### config.mk
export PLATFORM = sky130hd
export DESIGN_NAME = note_score_tracker_flat
export DESIGN_NICKNAME = d
export VERILOG_FILES = /design/src/rtl/note_score_tracker_if.sv /design/src/rtl/note_score_tracker.sv /design/src/flat_wrapper.sv
export SDC_FILE = /design/constraint.sdc
export NUM_CORES = 1
export LEC_CHECK = 0
export BUFFER_PORTS_ARGS = -buffer_cell sky130_fd_sc_hd__clkbuf_2
export CAP_MARGIN = 20
export CELL_PAD_IN_SITES_DETAIL_PLACEMENT = 1
export CELL_PAD_IN_SITES_GLOBAL_PLACEMENT = 1
export CORE_MARGIN = 4
export CORE_UTILIZATION = 34
export DETAILED_ROUTE_END_ITERATION = 16
export PLACE_DENSITY_LB_ADDON = 0.2
export SYNTH_ARGS = -nofsm -noshare
export SYNTH_HDL_FRONTEND = slang
export SYNTH_SLANG_ARGS = --single-unit
### constraint.sdc
create_clock -name clk -period 2.84 [get_ports clk]
set_input_delay 0.568 -clock clk [delete_from_list [all_inputs] [get_ports clk]]
set_output_delay 0.568 -clock clk [all_outputs]
set_load 0.02 [all_outputs]
### src/rtl/note_score_tracker_if.sv
// ---------------------------------------------------------------------------
// note_score_tracker_if
//
// Groups the signals between the song sequencer / pitch detector and the
// note score tracker. It also carries the score readout and display signals.
//
// Signals:
//   note_start     sequencer strobe: open a window for expected_note
//   note_end       sequencer strobe: close the current window
//   expected_note  note code of the window being opened (0 = rest)
//   note_onehot    one-hot pitch flags from the FFT detector
//   hit / miss     one-cycle scoring pulses
//   score          saturating score accumulator
//   streak         consecutive-hit count
//   mult           current score multiplier
//   note           expected note of the open window (0 when idle or rest)
//
// Modports: master drives the strobes and flags; slave is the tracker.
// ---------------------------------------------------------------------------
interface note_score_tracker_if #(
    parameter int NUM_NOTES = 12,
    parameter int NOTE_W    = 4,
    parameter int SCORE_W   = 64,
    parameter int STREAK_W  = 8
);
    logic                 note_start;
    logic                 note_end;
    logic [NOTE_W-1:0]    expected_note;
    logic [NUM_NOTES-1:0] note_onehot;
    logic                 hit;
    logic                 miss;
    logic [SCORE_W-1:0]   score;
    logic [STREAK_W-1:0]  streak;
    logic [2:0]           mult;
    logic [NOTE_W-1:0]    note;

    modport master (
        output note_start, note_end, expected_note, note_onehot,
        input  hit, miss, score, streak, mult, note
    );

    modport slave (
        input  note_start, note_end, expected_note, note_onehot,
        output hit, miss, score, streak, mult, note
    );
endinterface

### src/rtl/note_score_tracker.sv
// ---------------------------------------------------------------------------
// note_score_tracker
//
// Scores live pitch detection against the expected note stream. The
// sequencer opens and closes note windows. Within a window, the expected
// note's flag must be seen on HIT_CYCLES consecutive cycles to earn a hit.
// A hit is awarded at most once per window. A window that closes unhit
// raises miss. The score saturates. A streak counter drives a score
// multiplier.
//
// Ports:
//   clk    system clock
//   reset  asynchronous, active-high reset (clears all state, no miss)
//   bus    note_score_tracker_if.slave
//          inputs : note_start, note_end, expected_note, note_onehot
//          outputs: hit, miss, score, streak, mult, note
//
// Configuration macro:
//   SCORE_STREAK_EN  defined     -> streak counting and multiplier enabled
//                    not defined -> streak held at 0, mult fixed at 1,
//                                   every hit adds exactly POINTS
// ---------------------------------------------------------------------------
module note_score_tracker #(
    parameter int NUM_NOTES   = 12,
    parameter int NOTE_W      = 4,
    parameter int SCORE_W     = 64,
    parameter int HIT_CYCLES  = 4,
    parameter int POINTS      = 10,
    parameter int STREAK_W    = 8,
    parameter int STREAK_STEP = 4,
    parameter int MAX_MULT    = 4
) (
    input logic                 clk,
    input logic                 reset,
    note_score_tracker_if.slave bus
);

    localparam int CNT_W = $clog2(HIT_CYCLES + 1);

    typedef enum logic [1:0] {
        S_IDLE,
        S_REST,
        S_ARMED,
        S_SCORED
    } state_t;

    state_t              state_q, state_nxt;
    logic [NOTE_W-1:0]   note_q, note_nxt;
    logic [CNT_W-1:0]    cnt_q, cnt_nxt;
    logic [SCORE_W-1:0]  score_q, score_nxt;
    logic [STREAK_W-1:0] streak_q, streak_nxt;
    logic                hit_q, hit_nxt;
    logic                miss_q, miss_nxt;
    logic [2:0]          mult_w;
    logic                match_w;
    logic                code_ok_w;

    // min(1 + streak/STREAK_STEP, MAX_MULT)
    function automatic logic [2:0] calc_mult(input logic [STREAK_W-1:0] s);
        int m;
        m = 1 + int'(s) / STREAK_STEP;
        if (m > MAX_MULT)
            m = MAX_MULT;
        return 3'(m);
    endfunction

    // Score accumulate with saturation at all-ones.
    function automatic logic [SCORE_W-1:0] sat_add_score(
        input logic [SCORE_W-1:0] acc,
        input logic [2:0]         m
    );
        logic [SCORE_W:0] sum;
        sum = {1'b0, acc} + (SCORE_W + 1)'(POINTS * int'(m));
        return sum[SCORE_W] ? '1 : sum[SCORE_W-1:0];
    endfunction

    // Streak increment with saturation at all-ones.
    function automatic logic [STREAK_W-1:0] sat_inc_streak(
        input logic [STREAK_W-1:0] s
    );
        return (s == '1) ? s : s + 1'b1;
    endfunction

`ifdef SCORE_STREAK_EN
    assign mult_w = calc_mult(streak_q);
`else
    assign mult_w = calc_mult('0);
`endif

    // Only the expected note's flag matters; other pitches are ignored.
    always_comb begin
        match_w = 1'b0;
        for (int i = 0; i < NUM_NOTES; i++) begin
            if (int'(note_q) == i + 1)
                match_w = bus.note_onehot[i];
        end
    end

    assign code_ok_w = (bus.expected_note != '0) &&
                       (int'(bus.expected_note) <= NUM_NOTES);

    // Next-state and output logic
    always_comb begin
        state_nxt  = state_q;
        note_nxt   = note_q;
        cnt_nxt    = cnt_q;
        score_nxt  = score_q;
        streak_nxt = streak_q;
        hit_nxt    = 1'b0;
        miss_nxt   = 1'b0;

        // Any close of an unhit scored window is a miss. A start counts as
        // a close. A close outranks a hit due on the same edge.
        if ((bus.note_start || bus.note_end) && state_q == S_ARMED) begin
            miss_nxt   = 1'b1;
            streak_nxt = '0;
        end

        if (bus.note_start) begin
            cnt_nxt = '0;
            if (code_ok_w) begin
                state_nxt = S_ARMED;
                note_nxt  = bus.expected_note;
            end else begin
                state_nxt = S_REST;
                note_nxt  = '0;
            end
        end else if (bus.note_end) begin
            state_nxt = S_IDLE;
            note_nxt  = '0;
            cnt_nxt   = '0;
        end else if (state_q == S_ARMED) begin
            if (match_w) begin
                if (cnt_q == CNT_W'(HIT_CYCLES - 1)) begin
                    // This edge is the HIT_CYCLES-th consecutive match.
                    // Use the multiplier from before this hit.
                    hit_nxt   = 1'b1;
                    state_nxt = S_SCORED;
                    cnt_nxt   = CNT_W'(HIT_CYCLES);
                    score_nxt = sat_add_score(score_q, mult_w);
`ifdef SCORE_STREAK_EN
                    streak_nxt = sat_inc_streak(streak_q);
`else
                    streak_nxt = '0;
`endif
                end else begin
                    cnt_nxt = cnt_q + 1'b1;
                end
            end else begin
                cnt_nxt = '0;
            end
        end
    end

    // State and output registers
    always_ff @(posedge clk or posedge reset) begin
        if (reset) begin
            state_q  <= S_IDLE;
            note_q   <= '0;
            cnt_q    <= '0;
            score_q  <= '0;
            streak_q <= '0;
            hit_q    <= 1'b0;
            miss_q   <= 1'b0;
        end else begin
            state_q  <= state_nxt;
            note_q   <= note_nxt;
            cnt_q    <= cnt_nxt;
            score_q  <= score_nxt;
            streak_q <= streak_nxt;
            hit_q    <= hit_nxt;
            miss_q   <= miss_nxt;
        end
    end

    assign bus.hit    = hit_q;
    assign bus.miss   = miss_q;
    assign bus.score  = score_q;
    assign bus.streak = streak_q;
    assign bus.mult   = mult_w;
    assign bus.note   = note_q;

endmodule

### src/flat_wrapper.sv
// flat-port wrapper written by rule: the top's interface ports become plain ports
module note_score_tracker_flat 
#(
    parameter int NUM_NOTES   = 12,
    parameter int NOTE_W      = 4,
    parameter int SCORE_W     = 64,
    parameter int HIT_CYCLES  = 4,
    parameter int POINTS      = 10,
    parameter int STREAK_W    = 8,
    parameter int STREAK_STEP = 4,
    parameter int MAX_MULT    = 4
)
  (clk, reset, bus_note_start, bus_note_end, bus_expected_note, bus_note_onehot, bus_hit, bus_miss, bus_score, bus_streak, bus_mult, bus_note);
  note_score_tracker_if #(.NUM_NOTES(NUM_NOTES), .NOTE_W(NOTE_W), .SCORE_W(SCORE_W), .STREAK_W(STREAK_W)) bus_i ();
  input logic clk;
  input logic reset;
  input wire logic [$bits(bus_i.note_start)-1:0] bus_note_start;
  input wire logic [$bits(bus_i.note_end)-1:0] bus_note_end;
  input wire logic [$bits(bus_i.expected_note)-1:0] bus_expected_note;
  input wire logic [$bits(bus_i.note_onehot)-1:0] bus_note_onehot;
  output wire logic [$bits(bus_i.hit)-1:0] bus_hit;
  output wire logic [$bits(bus_i.miss)-1:0] bus_miss;
  output wire logic [$bits(bus_i.score)-1:0] bus_score;
  output wire logic [$bits(bus_i.streak)-1:0] bus_streak;
  output wire logic [$bits(bus_i.mult)-1:0] bus_mult;
  output wire logic [$bits(bus_i.note)-1:0] bus_note;
  assign bus_i.note_start = bus_note_start;
  assign bus_i.note_end = bus_note_end;
  assign bus_i.expected_note = bus_expected_note;
  assign bus_i.note_onehot = bus_note_onehot;
  assign bus_hit = bus_i.hit;
  assign bus_miss = bus_i.miss;
  assign bus_score = bus_i.score;
  assign bus_streak = bus_i.streak;
  assign bus_mult = bus_i.mult;
  assign bus_note = bus_i.note;
  note_score_tracker #(.NUM_NOTES(NUM_NOTES), .NOTE_W(NOTE_W), .SCORE_W(SCORE_W), .HIT_CYCLES(HIT_CYCLES), .POINTS(POINTS), .STREAK_W(STREAK_W), .STREAK_STEP(STREAK_STEP), .MAX_MULT(MAX_MULT)) u_core (.clk(clk), .reset(reset), .bus(bus_i));
endmodule
==> PnR_summary.wiki, run 1 <==
{| class="wikitable"
! Metric !! Value
|-
| Final WL || 14500 µm
|-
| DR vias || approximately 4300
|-
| Overall routing resource usage || 0.206
|-
| Number of clock buffers inserted by TritonCTS || 9
|-
| Terminus of the critical flop-to-flop path || u_core.bus.score[26]
|-
| HPWL reported at the end of detailed placement || 10500 µm
|-
| Worst rel slew slack || 0.611
|-
| Worst hold slack after final layout || around 290 ps
|-
| Post-synth ARST share || 1.00
|-
| Cell type with the largest total area after synthesis || sky130_fd_sc_hd__dfrtp_1
|-
| First-pass GRT wire length || about 24000 µm
|-
| Max-cap violation count || 0
|-
| Prevailing post-synth register cell || sky130_fd_sc_hd__dfrtp_1
|-
| Synth Register Bits || between 80 and 90
|-
| Number of nets in the final layout || 622
|-
| Hold WC Path Type || input port to async pin
|-
| Clock sink count || 83
|-
| Max Slew Vio Count || 0
|-
| Layout area overhead || 28.3%
|-
| Non-filler instance count after layout || about 780
|-
| Count of boundary I/O pins || just over 100
|-
| Net switching power || 0.618 mW
|-
| Critical path class || flip-flop to flip-flop
|-
| CP Max Fanout || 31
|-
| Portion of total power attributed to sequential cells || 0.457
|-
| Final Wtd Congestion || around 0.82
|-
| Initial Utilization || 0.348
|-
| Transition time at the pin with the least slew margin || 580 ps
|-
| Count of synthesis-stage warnings from yosys || 0
|-
| Per-instance average area after synthesis || about 9 µm²
|-
| Post-synthesis cell area || 0.00441 mm²
|-
| Leading post-synthesis cells by cell area || sky130_fd_sc_hd__dfrtp_1 47%, sky130_fd_sc_hd__nand2_1 5.4%, sky130_fd_sc_hd__nor4_1 4.0%
|-
| R2r setup slk || 110 ps
|-
| Clock latency on the worst-skew pair || roughly 350 ps
|-
| Drt first-iter violations || between 300 and 400
|-
| Detailed-route DRC error count || 0
|-
| Worst r2r src || u_core.bus.note[1]
|-
| Per-cell via count in the routed design || 5.53
|-
| Detailed-routing iteration count for the pre-antenna-repair pass || 4
|-
| Number of placed cells counting well taps || 760
|-
| Clk pwr share || 0.494
|-
| Switching portion of total power || 0.235
|-
| Final worst clock skew || around 8.3 ps
|-
| Depth of the worst register-to-register path || 7
|-
| Unique masters post-synth || 54
|-
| N_diodes || 0
|-
| Required time of the critical path || about 3100 ps
|-
| Fraction of final layout cells sized beyond drive strength 1 || 0.291
|-
| Port Buffers || 97
|-
| Gate count after technology mapping || approximately 480
|-
| Initial antenna violation count || 0
|-
| Part of the total power dissipated in combinational logic || 0.049
|-
| Final core utilization || 0.447
|-
| Largest net degree at the start of global routing || 84
|-
| Final cycle utilization of the critical path || 0.961
|-
| LEAKAGE || 2.65 nW
|-
| Critical Path Sink Type || flip-flop
|-
| Worst setup slack before clock tree synthesis || -145 ps
|-
| Hold violation total from the final report || 0
|-
| Maximum clock rate || roughly 370 MHz
|-
| Status || complete, no violations
|-
| CP Launch Type || flip-flop
|-
| Final worst slack || between 100 and 150 ps
|-
| CP arrival || 2970 ps
|-
| Number of H-tree levels || 3
|-
| Clk Tree Root Cell || sky130_fd_sc_hd__clkbuf_16
|-
| Hold_buf cts || 0
|-
| Sequential area share after synthesis || 0.471
|-
| Most frequent cell after synthesis || sky130_fd_sc_hd__dfrtp_1
|-
| Standard-cell rows || between 40 and 50
|-
| Final min period || around 2700 ps
|-
| EDFF count, synth || 0
|-
| Power per cell area || ~460 mW/mm²
|-
| Clock-pin transition on the worst setup and hold timing paths || 70 ps
|-
| CTS tree || done
|-
| Top cell type's share of synthesized area || 0.471
|-
| Most frequent cells after synthesis || 83 x sky130_fd_sc_hd__dfrtp_1, 63 x sky130_fd_sc_hd__nand2_1, 34 x sky130_fd_sc_hd__nand3_1
|-
| Congestion Overflow GR || 0
|-
| Cell internal pwr || ~2.0 mW
|-
| # setup viols final || 0
|-
| Floorplan die area || about 0.015 mm²
|-
| Standard cell core area || between 0.01 and 0.015 mm²
|-
| Detail-routed net length per standard cell || between 15 and 20 µm
|-
| Die Height || between 100 and 150 µm
|-
| Remaining antenna violation count after routing || 0
|-
| Vias in the first global route || approximately 4500
|-
| Die extent in x || 122 µm
|-
| Worst-case clock buffer depth || 2
|-
| Setup repair after global routing missed its margin || false
|-
| Worst VDD drop || about 0.22 mV
|}
-- flip-flops by register name, indices dropped and copies added, names as in the netlist --
register	cells
u_core.bus.miss	1
u_core.bus.hit	1
u_core.bus.score	64
u_core.bus.streak	8
u_core.bus.note	4
u_core.cnt_q	3
u_core.state_q	2
-- through the flow --
step | area, µm² | power [mW] | setup TNS, ps
5_1_grt | 5660 | 2.73 | 0
3_5_place_dp | 5300 | 1.35 | -1410
2_1_floorplan | 4430 | 1.30 | -156
6_report | 5660 | 2.63 | 0
3_3_place_gp | 5300 | 1.35 | -205
4_1_cts | 5630 | 2.66 | 0
-- worst max-delay path: stages, from the launching register on --
cell and delay (ps):
sky130_fd_sc_hd__dfrtp_2 470, sky130_fd_sc_hd__mux2i_1 160, sky130_fd_sc_hd__mux4_2 470, sky130_fd_sc_hd__a221o_1 390, sky130_fd_sc_hd__or2_4 310, sky130_fd_sc_hd__buf_6 200, sky130_fd_sc_hd__nor3_1 260, sky130_fd_sc_hd__mux2_2 360
-- timing repair --
action,in CTS,in global routing
endpoints found under the hold margin,0,0
buffers inserted,0,0
endpoints found under the setup margin,5,23
resized for setup,1,6
-- per-layer routing --
layer / share of wire / wire, µm / track usage / vias to the layer above
li1: - / - / - / 2013
met1: 0.46 / 6710 / 0.276 / 2172
met2: 0.48 / 7000 / 0.340 / 86
met3: 0.037 / 533 / 0.0399 / 21
met4: 0.018 / 261 / 0.0623 / 0
met5: 0 / 0 / 0 / -
-- how the worst max path moves through the flow --
stage | from | endpoint | slack, ps | cells past startpoint
2_1_floorplan | reset | u_core.bus.note[1] | -50 | 1
4_1_cts | u_core.bus.note[1] | u_core.bus.score[26] | 4 | 7
3_3_place_gp | bus_note_onehot[9] | u_core.bus.score[12] | -40 | 8
6_report | u_core.bus.note[1] | u_core.bus.score[26] | 110 | 7
5_1_grt | u_core.bus.note[1] | u_core.bus.score[58] | 8 | 8
3_5_place_dp | bus_note_onehot[9] | u_core.bus.score[14] | -140 | 8
-- power groups by stage --
stage / clock network (mW) / logic, mW / registers, mW
4_1_cts: 1.32 / 0.131 / 1.20
5_1_grt: 1.38 / 0.144 / 1.20
2_1_floorplan: 0 / 0.0761 / 1.23
3_3_place_gp: 0 / 0.126 / 1.22
6_report: 1.30 / 0.129 / 1.20
3_5_place_dp: 0 / 0.130 / 1.22
-- layout by cell type, fill, tap and decap left out, drive strengths merged, types with 2 or more instances in the layout --
master / netlist / routed
inv: 12 / 12
mux2: 11 / 11
xnor2: 18 / 18
a21oi: 24 / 24
and4: 4 / 4
and3: 15 / 15
nor3: 20 / 20
a22o: 4 / 4
ha: 3 / 3
clkinvlp: 0 / 2
nand2b: 3 / 3
a2bb2oi: 4 / 4
o31ai: 8 / 8
nand3: 34 / 34
a41oi: 2 / 2
bufinv: 0 / 2
mux2i: 3 / 3
nand4: 20 / 20
a211o: 4 / 4
and2: 7 / 7
or4: 4 / 4
buf: 10 / 36
a221o: 2 / 2
dfrtp: 83 / 83
or2: 4 / 4
nand2: 63 / 63
o21ai: 6 / 6
nor2b: 3 / 3
conb: 2 / 3
nor2: 31 / 31
or3: 5 / 5
nor4: 28 / 28
clkbuf: 12 / 106
clkinv: 0 / 3
a31oi: 7 / 7
o22a: 6 / 6
-- cells by family (layout without fill, tap and decap cells) --
group,count (synthesis),in the layout,synth area share
other,2,3,0.00170
XOR/XNOR,18,18,0.0357
adder cells (fa/ha/maj),3,3,0.00851
flip-flops,83,83,0.471
AND/OR/NAND/NOR,245,245,0.287
multiplexers,15,15,0.0409
AO/OA/AOI/OAI,76,76,0.119
buffers and inverters,34,161,0.0363
-- area by class of cell --
type | count | area (µm²)
clock buffer | 9 | 225
clock inverter | 7 | 101
fill | 1490 | 7010
inverter | 12 | 46.3
multi-input combinational | 360 | 2220
sequential | 83 | 2080
tap | 172 | 215
timing repair buffer | 133 | 772
Note: power is estimated with default switching activity, not from simulation.
==> run 2: changes to the inputs <==
--- a/config.mk
+++ b/config.mk
@@ -5,8 +5,9 @@
 export SDC_FILE = /design/constraint.sdc
 export NUM_CORES = 1
 export LEC_CHECK = 0
+export ABC_AREA = 1
 export BUFFER_PORTS_ARGS = -buffer_cell sky130_fd_sc_hd__clkbuf_2
-export CAP_MARGIN = 20
+export CAP_MARGIN = 10
 export CELL_PAD_IN_SITES_DETAIL_PLACEMENT = 1
 export CELL_PAD_IN_SITES_GLOBAL_PLACEMENT = 1
 export CORE_MARGIN = 4
==> run 2 against run 1 <==
  * Sequential share of layout area shrank 7.1 points
  * Non-clock buffer count down 23
  * Count of clock-buffer cells in the layout is the same
  * Synthesized area up 37%
  * Sequential power about the same
  * Fmax up 27%
  * Combinational power is 10% lower
  * Sequential cell count stayed put
==> PnR_summary.wiki, run 2 <==
{| class="wikitable"
! Metric !! Value
|-
| Status || complete, no violations
|-
| Family of cells with the greatest summed delay on the critical path || simple AND/OR/NAND/NOR gates
|-
| Worst-case clock buffer depth || 2
|-
| CP Max Fanout || 13
|-
| Hold_buf cts || 0
|-
| Most frequent cell after synthesis || sky130_fd_sc_hd__nand2_1
|-
| Most used cell, CP || sky130_fd_sc_hd__nor2_1
|-
| Unique masters post-synth || 36
|-
| CP arrival || between 2000 and 2500 ps
|-
| Final min period || 2140 ps
|-
| CTS tree || done
|-
| Post-synthesis cell area || around 0.0060 mm²
|-
| N_diodes || 0
|-
| Floorplan die area || 0.0199 mm²
|-
| Number of placed cells counting well taps || roughly 1300
|-
| Clk Tree Root Cell || sky130_fd_sc_hd__clkbuf_16
|-
| Detail-routed net length per standard cell || roughly 17 µm
|-
| Final core utilization || 0.404
|-
| Largest net degree at the start of global routing || 56
|-
| Count of synthesis-stage warnings from yosys || 0
|-
| DR vias || 6413
|-
| LEAKAGE || 3.48 nW
|-
| Required time of the critical path || 3110 ps
|-
| Port Buffers || 97
|-
| Clock latency on the worst-skew pair || 360 ps
|-
| Max Slew Vio Count || 0
|-
| Most common library cell in the layout ignoring fill and taps || sky130_fd_sc_hd__nand2_1
|-
| EDFF count, synth || 0
|-
| Commonest non-fill, non-tap cells in the layout || 407 x sky130_fd_sc_hd__nand2_1, 148 x sky130_fd_sc_hd__nor2_1, 97 x sky130_fd_sc_hd__clkbuf_2
|-
| Count of buffers added by post-CTS timing repair for setup || 0
|-
| Gate count after technology mapping || approximately 960
|-
| # setup viols final || 0
|-
| Final cycle utilization of the critical path || 0.755
|-
| Clock-pin transition on the worst setup and hold timing paths || approximately 70 ps
|-
| Hold WC Path Type || input port to async pin
|-
| Clock sink count || 83
|-
| Initial antenna violation count || 0
|-
| Max stage delay cell, worst path || sky130_fd_sc_hd__dfrtp_1
|-
| Remaining antenna violation count after routing || 0
|-
| Transition time at the pin with the least slew margin || roughly 550 ps
|-
| Worst VDD drop || 0.279 mV
|-
| Critical Path Sink Type || flip-flop
|-
| Die Height || about 140 µm
|-
| Maximum clock rate || approximately 470 MHz
|-
| Standard-cell rows || 48
|-
| Per-instance average area after synthesis || 6.29 µm²
|-
| Top cell type's share of synthesized area || 0.345
|-
| Post-CTS resize count || 0
|-
| Terminus of the critical flop-to-flop path || u_core.bus.score[23]
|-
| Synth Register Bits || 83
|-
| Detailed-routing iteration count for the pre-antenna-repair pass || 4
|-
| Sequential area share after synthesis || 0.345
|-
| Worst setup slack before clock tree synthesis || 731 ps
|-
| Post-synth ARST share || 1.00
|-
| Sequence of cells on the critical path || nand2_1 -> nor2_1 -> nand2_2 -> nor2_8 -> nand2_4 -> nor2_4 -> buf_4 -> nor2_1 -> o21ai_1
|-
| Initial Utilization || 0.347
|-
| Worst r2r src || u_core.bus.score[9]
|-
| Detailed-route DRC error count || 0
|-
| Final Wtd Congestion || between 0.8 and 0.9
|-
| Depth of the worst register-to-register path || 9
|-
| Count of boundary I/O pins || slightly above 100
|-
| Max-cap violation count || 0
|-
| HPWL reported at the end of detailed placement || 17100 µm
|-
| Setup repair after global routing missed its margin || false
|-
| Vias in the first global route || 6614
|-
| Final worst clock skew || around 7.3 ps
|-
| Non-filler instance count after layout || 1287
|-
| Number of clock buffers inserted by TritonCTS || 9
|-
| Die extent in x || between 100 and 150 µm
|-
| Standard cell core area || between 0.015 and 0.02 mm²
|-
| Final total negative setup slack || 0 ps
|-
| Overall routing resource usage || 0.228
|-
| Final worst slack || approximately 700 ps
|-
| CP Launch Type || flip-flop
|-
| Prevailing post-synth register cell || sky130_fd_sc_hd__dfrtp_1
|-
| Most frequent cells after synthesis || 407 x sky130_fd_sc_hd__nand2_1, 148 x sky130_fd_sc_hd__nor2_1, 86 x sky130_fd_sc_hd__inv_1
|-
| Peak per-stage delay on the critical path || around 500 ps
|-
| Fraction of final layout cells sized beyond drive strength 1 || 0.160
|-
| Cell type with the largest total area after synthesis || sky130_fd_sc_hd__dfrtp_1
|-
| Congestion Overflow GR || 0
|-
| First-pass GRT wire length || 36100 µm
|-
| Worst rel slew slack || 0.632
|-
| Total buffers and inverters traversed by the critical path || 1
|-
| Drt first-iter violations || between 300 and 400
|-
| Number of H-tree levels || 3
|-
| Per-cell via count in the routed design || between 4 and 5
|-
| Number of nets in the final layout || 1080
|-
| Critical path class || flip-flop to flip-flop
|-
| Layout area overhead || 16.5%
|-
| R2r setup slk || approximately 700 ps
|-
| Power per cell area || 366 mW/mm²
|-
| Hold violation total from the final report || 0
|-
| Number of flip-flops in the largest register || 64
|-
| Final WL || about 22000 µm
|-
| Leading post-synthesis cells by cell area || sky130_fd_sc_hd__dfrtp_1 34%, sky130_fd_sc_hd__nand2_1 25%, sky130_fd_sc_hd__nor2_1 9.2%
|}
-- run 2: cell types whose count changed after synthesis, moves of 15 or more --
cell,change
sky130_fd_sc_hd__nor4_1,-27
sky130_fd_sc_hd__nand2_1,+344
sky130_fd_sc_hd__and3_1,-15
sky130_fd_sc_hd__nor2_1,+117
sky130_fd_sc_hd__nor3_1,-19
sky130_fd_sc_hd__xnor2_1,-15
sky130_fd_sc_hd__o21ai_1,+25
sky130_fd_sc_hd__a21oi_1,-23
sky130_fd_sc_hd__nand3_1,+44
sky130_fd_sc_hd__inv_1,+74
-- run 2: layer usage --
metal,routed length (µm),global-route usage,up-vias
met1,10100,0.308,3098
met2,10400,0.381,118
li1,-,-,3177
met4,388,0.0627,0
met3,1030,0.0339,20
met5,0,0,-
-- run 2: report_power, final --
part | switching [mW] | internal, mW | total (mW) | leakage [nW]
sequential | 0.00854 | 1.19 | 1.20 | 1.15
combinational | 0.0821 | 0.0340 | 0.116 | 2.18
clock | 0.567 | 0.689 | 1.26 | 0.142
-- run 2: stage by stage --
stage	cell area, µm²	power, mW	hold WS, ps
4_1_cts	7020	2.61	231
2_1_floorplan	6030	1.29	457
3_3_place_gp	6720	1.34	461
6_report	7020	2.57	210
5_1_grt	7020	2.67	271
3_5_place_dp	6720	1.34	472
-- run 2: how the worst max path moves through the flow --
stage	from	to	slack, ps	cells past startpoint
floorplan	reset	u_core.bus.hit	140	1
detailed placement	u_core.bus.score[9]	u_core.bus.score[23]	730	9
CTS	u_core.bus.score[9]	u_core.bus.score[23]	700	9
global placement	u_core.bus.score[9]	u_core.bus.score[22]	770	9
global route	u_core.bus.score[9]	u_core.bus.score[12]	510	9
finish	u_core.bus.score[9]	u_core.bus.score[23]	700	9
-- run 2: cell families after synthesis --
family | after synthesis | share of synthesized area
simple gates | 709 | 0.512
buf+inv | 112 | 0.0901
flops | 83 | 0.345
compound gates | 42 | 0.0355
xor+xnor | 6 | 0.00872
fa+ha+maj | 3 | 0.00623
other cells | 2 | 0.00125
mux | 1 | 0.00166
-- run 2: final cells by class --
| type | instances | area (µm²) |
|---|---|---|
| fillers | 2339 | 10300 |
| well taps | 225 | 282 |
| multi-input cells | 764 | 3420 |
| inverters | 89 | 335 |
| repair buffers | 110 | 608 |
| clock inverters | 7 | 76.3 |
| clock buffers | 9 | 225 |
| flip-flops and latches | 83 | 2080 |
==> run 3: changes to the inputs <==
--- a/config.mk
+++ b/config.mk
@@ -5,7 +5,7 @@
 export SDC_FILE = /design/constraint.sdc
 export NUM_CORES = 1
 export LEC_CHECK = 0
-export ABC_AREA = 1
+export ABC_AREA = 0
 export BUFFER_PORTS_ARGS = -buffer_cell sky130_fd_sc_hd__clkbuf_2
 export CAP_MARGIN = 10
 export CELL_PAD_IN_SITES_DETAIL_PLACEMENT = 1
==> constraint.sdc (replaced) <==
create_clock -name clk -period 2.1 [get_ports clk]
set_input_delay 0.42 -clock clk [delete_from_list [all_inputs] [get_ports clk]]
set_output_delay 0.42 -clock clk [all_outputs]
set_load 0.02 [all_outputs]
==> run 3 against run 2 <==
  * The run now ends with negative setup slack left
  * Sequential share of layout area shrank 0.31 points
  * First-iteration DRC count shrank 3.5%
  * Non-clock buffer count grew 136
  * Highest routed layer unchanged
  * Power grew 45%
  * Via count shrank 24%
  * Combinational power grew 79%
  * Die area shrank 25%
  * Count of clock-buffer cells in the layout grew 2
  * Global-route usage grew 2.3 points
  * Setup slack lost 1200 ps
  * Design area grew 1.1%
  * Clock power grew 50%
==> PnR_summary.wiki, run 3 (synthesized netlist as in run 1, its figures left out) <==
{| class="wikitable"
! Metric !! Value
|-
| CP arrival || approximately 2900 ps
|-
| Final Wtd Congestion || approximately 0.85
|-
| Layout area overhead || 60.9%
|-
| Largest net degree at the start of global routing || 43
|-
| Maximum clock rate || 383 MHz
|-
| Switching portion of total power || 0.226
|-
| Depth of the worst register-to-register path || 6
|-
| Met1 track demand over resource in global routing || 0.314
|-
| Worst-case clock buffer depth || 2
|-
| Clock sink count || just over 80
|-
| Setup repair after global routing missed its margin || true
|-
| DR vias || slightly below 5000
|-
| Port Buffers || 97
|-
| Clock latency on the worst-skew pair || about 350 ps
|-
| Post-Layout Inst Area || about 0.0071 mm²
|-
| Standard-cell rows || a little over 40
|-
| Final total negative setup slack || -28570 ps
|-
| Cell internal pwr || 2.88 mW
|-
| Die extent in x || approximately 120 µm
|-
| Power per cell area || between 500 and 600 mW/mm²
|-
| Drt first-iter violations || 300
|-
| Overall routing resource usage || 0.252
|-
| Routing usage on met2 || 0.434
|-
| Initial Utilization || 0.348
|-
| Area used by multi-input combinational logic || about 0.0026 mm²
|-
| Critical path class || flip-flop to flip-flop
|-
| First-pass GRT wire length || 29000 µm
|-
| Max stage delay cell, worst path || sky130_fd_sc_hd__or4_4
|-
| Clk pwr share || 0.509
|-
| Status || finished with violations
|-
| Storage element area || between 0.002 and 0.0025 mm²
|-
| N_diodes || 0
|-
| Part of the total power dissipated in combinational logic || 0.056
|-
| R2r setup slk || -510 ps
|-
| Portion of total power attributed to sequential cells || 0.436
|-
| Required time of the critical path || between 2000 and 2500 ps
|-
| # setup viols final || 74
|-
| Hold WC Path Type || input port to async pin
|-
| Detailed-route DRC error count || 0
|-
| Number of nets in the final layout || 735
|-
| Number of clock buffers inserted by TritonCTS || 9
|-
| Net switching power || about 0.84 mW
|-
| Vias in the first global route || around 5400
|-
| Per-cell via count in the routed design || between 5 and 6
|-
| Sequence of cells on the critical path || mux2i_1 -> mux4_2 -> a221o_1 -> or2_4 -> or4_4 -> mux2_4
|-
| Total buffers and inverters traversed by the critical path || 0
|-
| GRT Max-Usage Layer || met2
|-
| Family of cells with the greatest summed delay on the critical path || multiplexers
|-
| Final worst slack || -509 ps
|-
| Terminus of the critical flop-to-flop path || u_core.bus.score[56]
|-
| Die Height || ~120 µm
|-
| Congestion Overflow GR || 0
|-
| Detail-routed net length per standard cell || around 21 µm
|-
| Clock-pin transition on the worst setup and hold timing paths || roughly 60 ps
|-
| Hold_buf cts || 0
|-
| Number of placed cells counting well taps || about 870
|-
| Most common library cell in the layout ignoring fill and taps || sky130_fd_sc_hd__buf_4
|-
| Global Route met3 Usage || 0.0464
|-
| Max-cap violation count || 0
|-
| Final min period || ~2600 ps
|-
| Standard cell core area || 0.0127 mm²
|-
| Floorplan die area || between 0.01 and 0.015 mm²
|-
| Detailed-routing iteration count for the pre-antenna-repair pass || 4
|-
| HPWL reported at the end of detailed placement || 12400 µm
|-
| CP Max Fanout || 5
|-
| Critical Path Sink Type || flip-flop
|-
| Fillers || about 1500
|-
| Worst rel slew slack || 0.515
|-
| CP Launch Type || flip-flop
|-
| Worst hold slack after final layout || ~120 ps
|-
| Worst r2r src || u_core.bus.note[1]
|-
| Final worst clock skew || 6.40 ps
|-
| Violations in the final reports || negative setup slack
|-
| Commonest non-fill, non-tap cells in the layout || 128 x sky130_fd_sc_hd__buf_4, 97 x sky130_fd_sc_hd__clkbuf_2, 82 x sky130_fd_sc_hd__dfrtp_1
|-
| Total cell area at the placement stage || 0.00616 mm²
|-
| Count of boundary I/O pins || 101
|-
| Max Slew Vio Count || 0
|-
| Peak per-stage delay on the critical path || 490 ps
|-
| Non-filler instance count after layout || between 800 and 900
|-
| Remaining antenna violation count after routing || 0
|-
| CTS tree || done
|-
| Fraction of final layout cells sized beyond drive strength 1 || 0.476
|-
| Hold violation total from the final report || 0
|-
| LEAKAGE || 3.48 nW
|-
| Clk Tree Root Cell || sky130_fd_sc_hd__clkbuf_16
|-
| Transition time at the pin with the least slew margin || 722 ps
|-
| Final cycle utilization of the critical path || 1.24
|-
| Number of flip-flops in the largest register || 64
|-
| Final WL || ~19000 µm
|-
| Number of H-tree levels || 3
|-
| Initial antenna violation count || 0
|-
| Worst setup slack before clock tree synthesis || -588 ps
|-
| Worst VDD drop || roughly 0.38 mV
|}
-- run 3: power groups by stage --
stage	clock [mW]	combinational [mW]	sequential [mW]
after floorplan	0	0.108	1.66
after global placement	0	0.195	1.65
after detailed placement	0	0.203	1.65
after CTS	1.90	0.207	1.62
after global routing	1.99	0.227	1.62
final	1.89	0.208	1.62
-- run 3: area by class of cell --
| cell class | count | area share |
|---|---|---|
| multi-input combinational | 360 | 0.369 |
| clock inverter | 5 | 0.0141 |
| tap | 172 | 0.0303 |
| timing repair buffer | 246 | 0.251 |
| inverter | 12 | 0.00864 |
| clock buffer | 11 | 0.0342 |
| sequential | 83 | 0.293 |
-- run 3: metal layers --
layer  share of wire  wire length (µm)
met2            0.53              9790
met5               0                 0
met4           0.016               292
met1            0.41              7690
met3           0.041               758
-- run 3: repair_timing --
item                       in CTS  in global routing
gates resized for setup        64                 38
pin swaps                      13                  4
gates cloned                    3                  0
buffers inserted                4                  2
setup endpoints to repair      76                 77
-- run 3: worst max-delay path by stage --
stage / start / end / slack, ps / cells after the start
floorplan: u_core.bus.note[1] / u_core.bus.score[56] / -790 / 9
global placement: bus_note_onehot[8] / u_core.bus.score[62] / -550 / 7
detailed placement: bus_note_onehot[9] / u_core.bus.score[20] / -590 / 8
CTS: u_core.bus.note[1] / u_core.bus.score[59] / -490 / 8
global route: u_core.bus.note[1] / u_core.bus.score[55] / -580 / 9
finish: u_core.bus.note[1] / u_core.bus.score[56] / -510 / 6
-- run 3: worst reg2reg max path, cell delays in order, from the launching register on --
cell and delay [ps]:
sky130_fd_sc_hd__dfrtp_2 450, sky130_fd_sc_hd__mux2i_1 140, sky130_fd_sc_hd__mux4_2 470, sky130_fd_sc_hd__a221o_1 360
sky130_fd_sc_hd__or2_4 280, sky130_fd_sc_hd__or4_4 490, sky130_fd_sc_hd__mux2_4 300
-- run 3: through the flow --
stage	util	total power, mW
floorplan	-	1.77
global placement	0.486	1.84
detailed placement	0.486	1.85
CTS	0.545	3.73
global route	0.560	3.84
finish	0.560	3.72
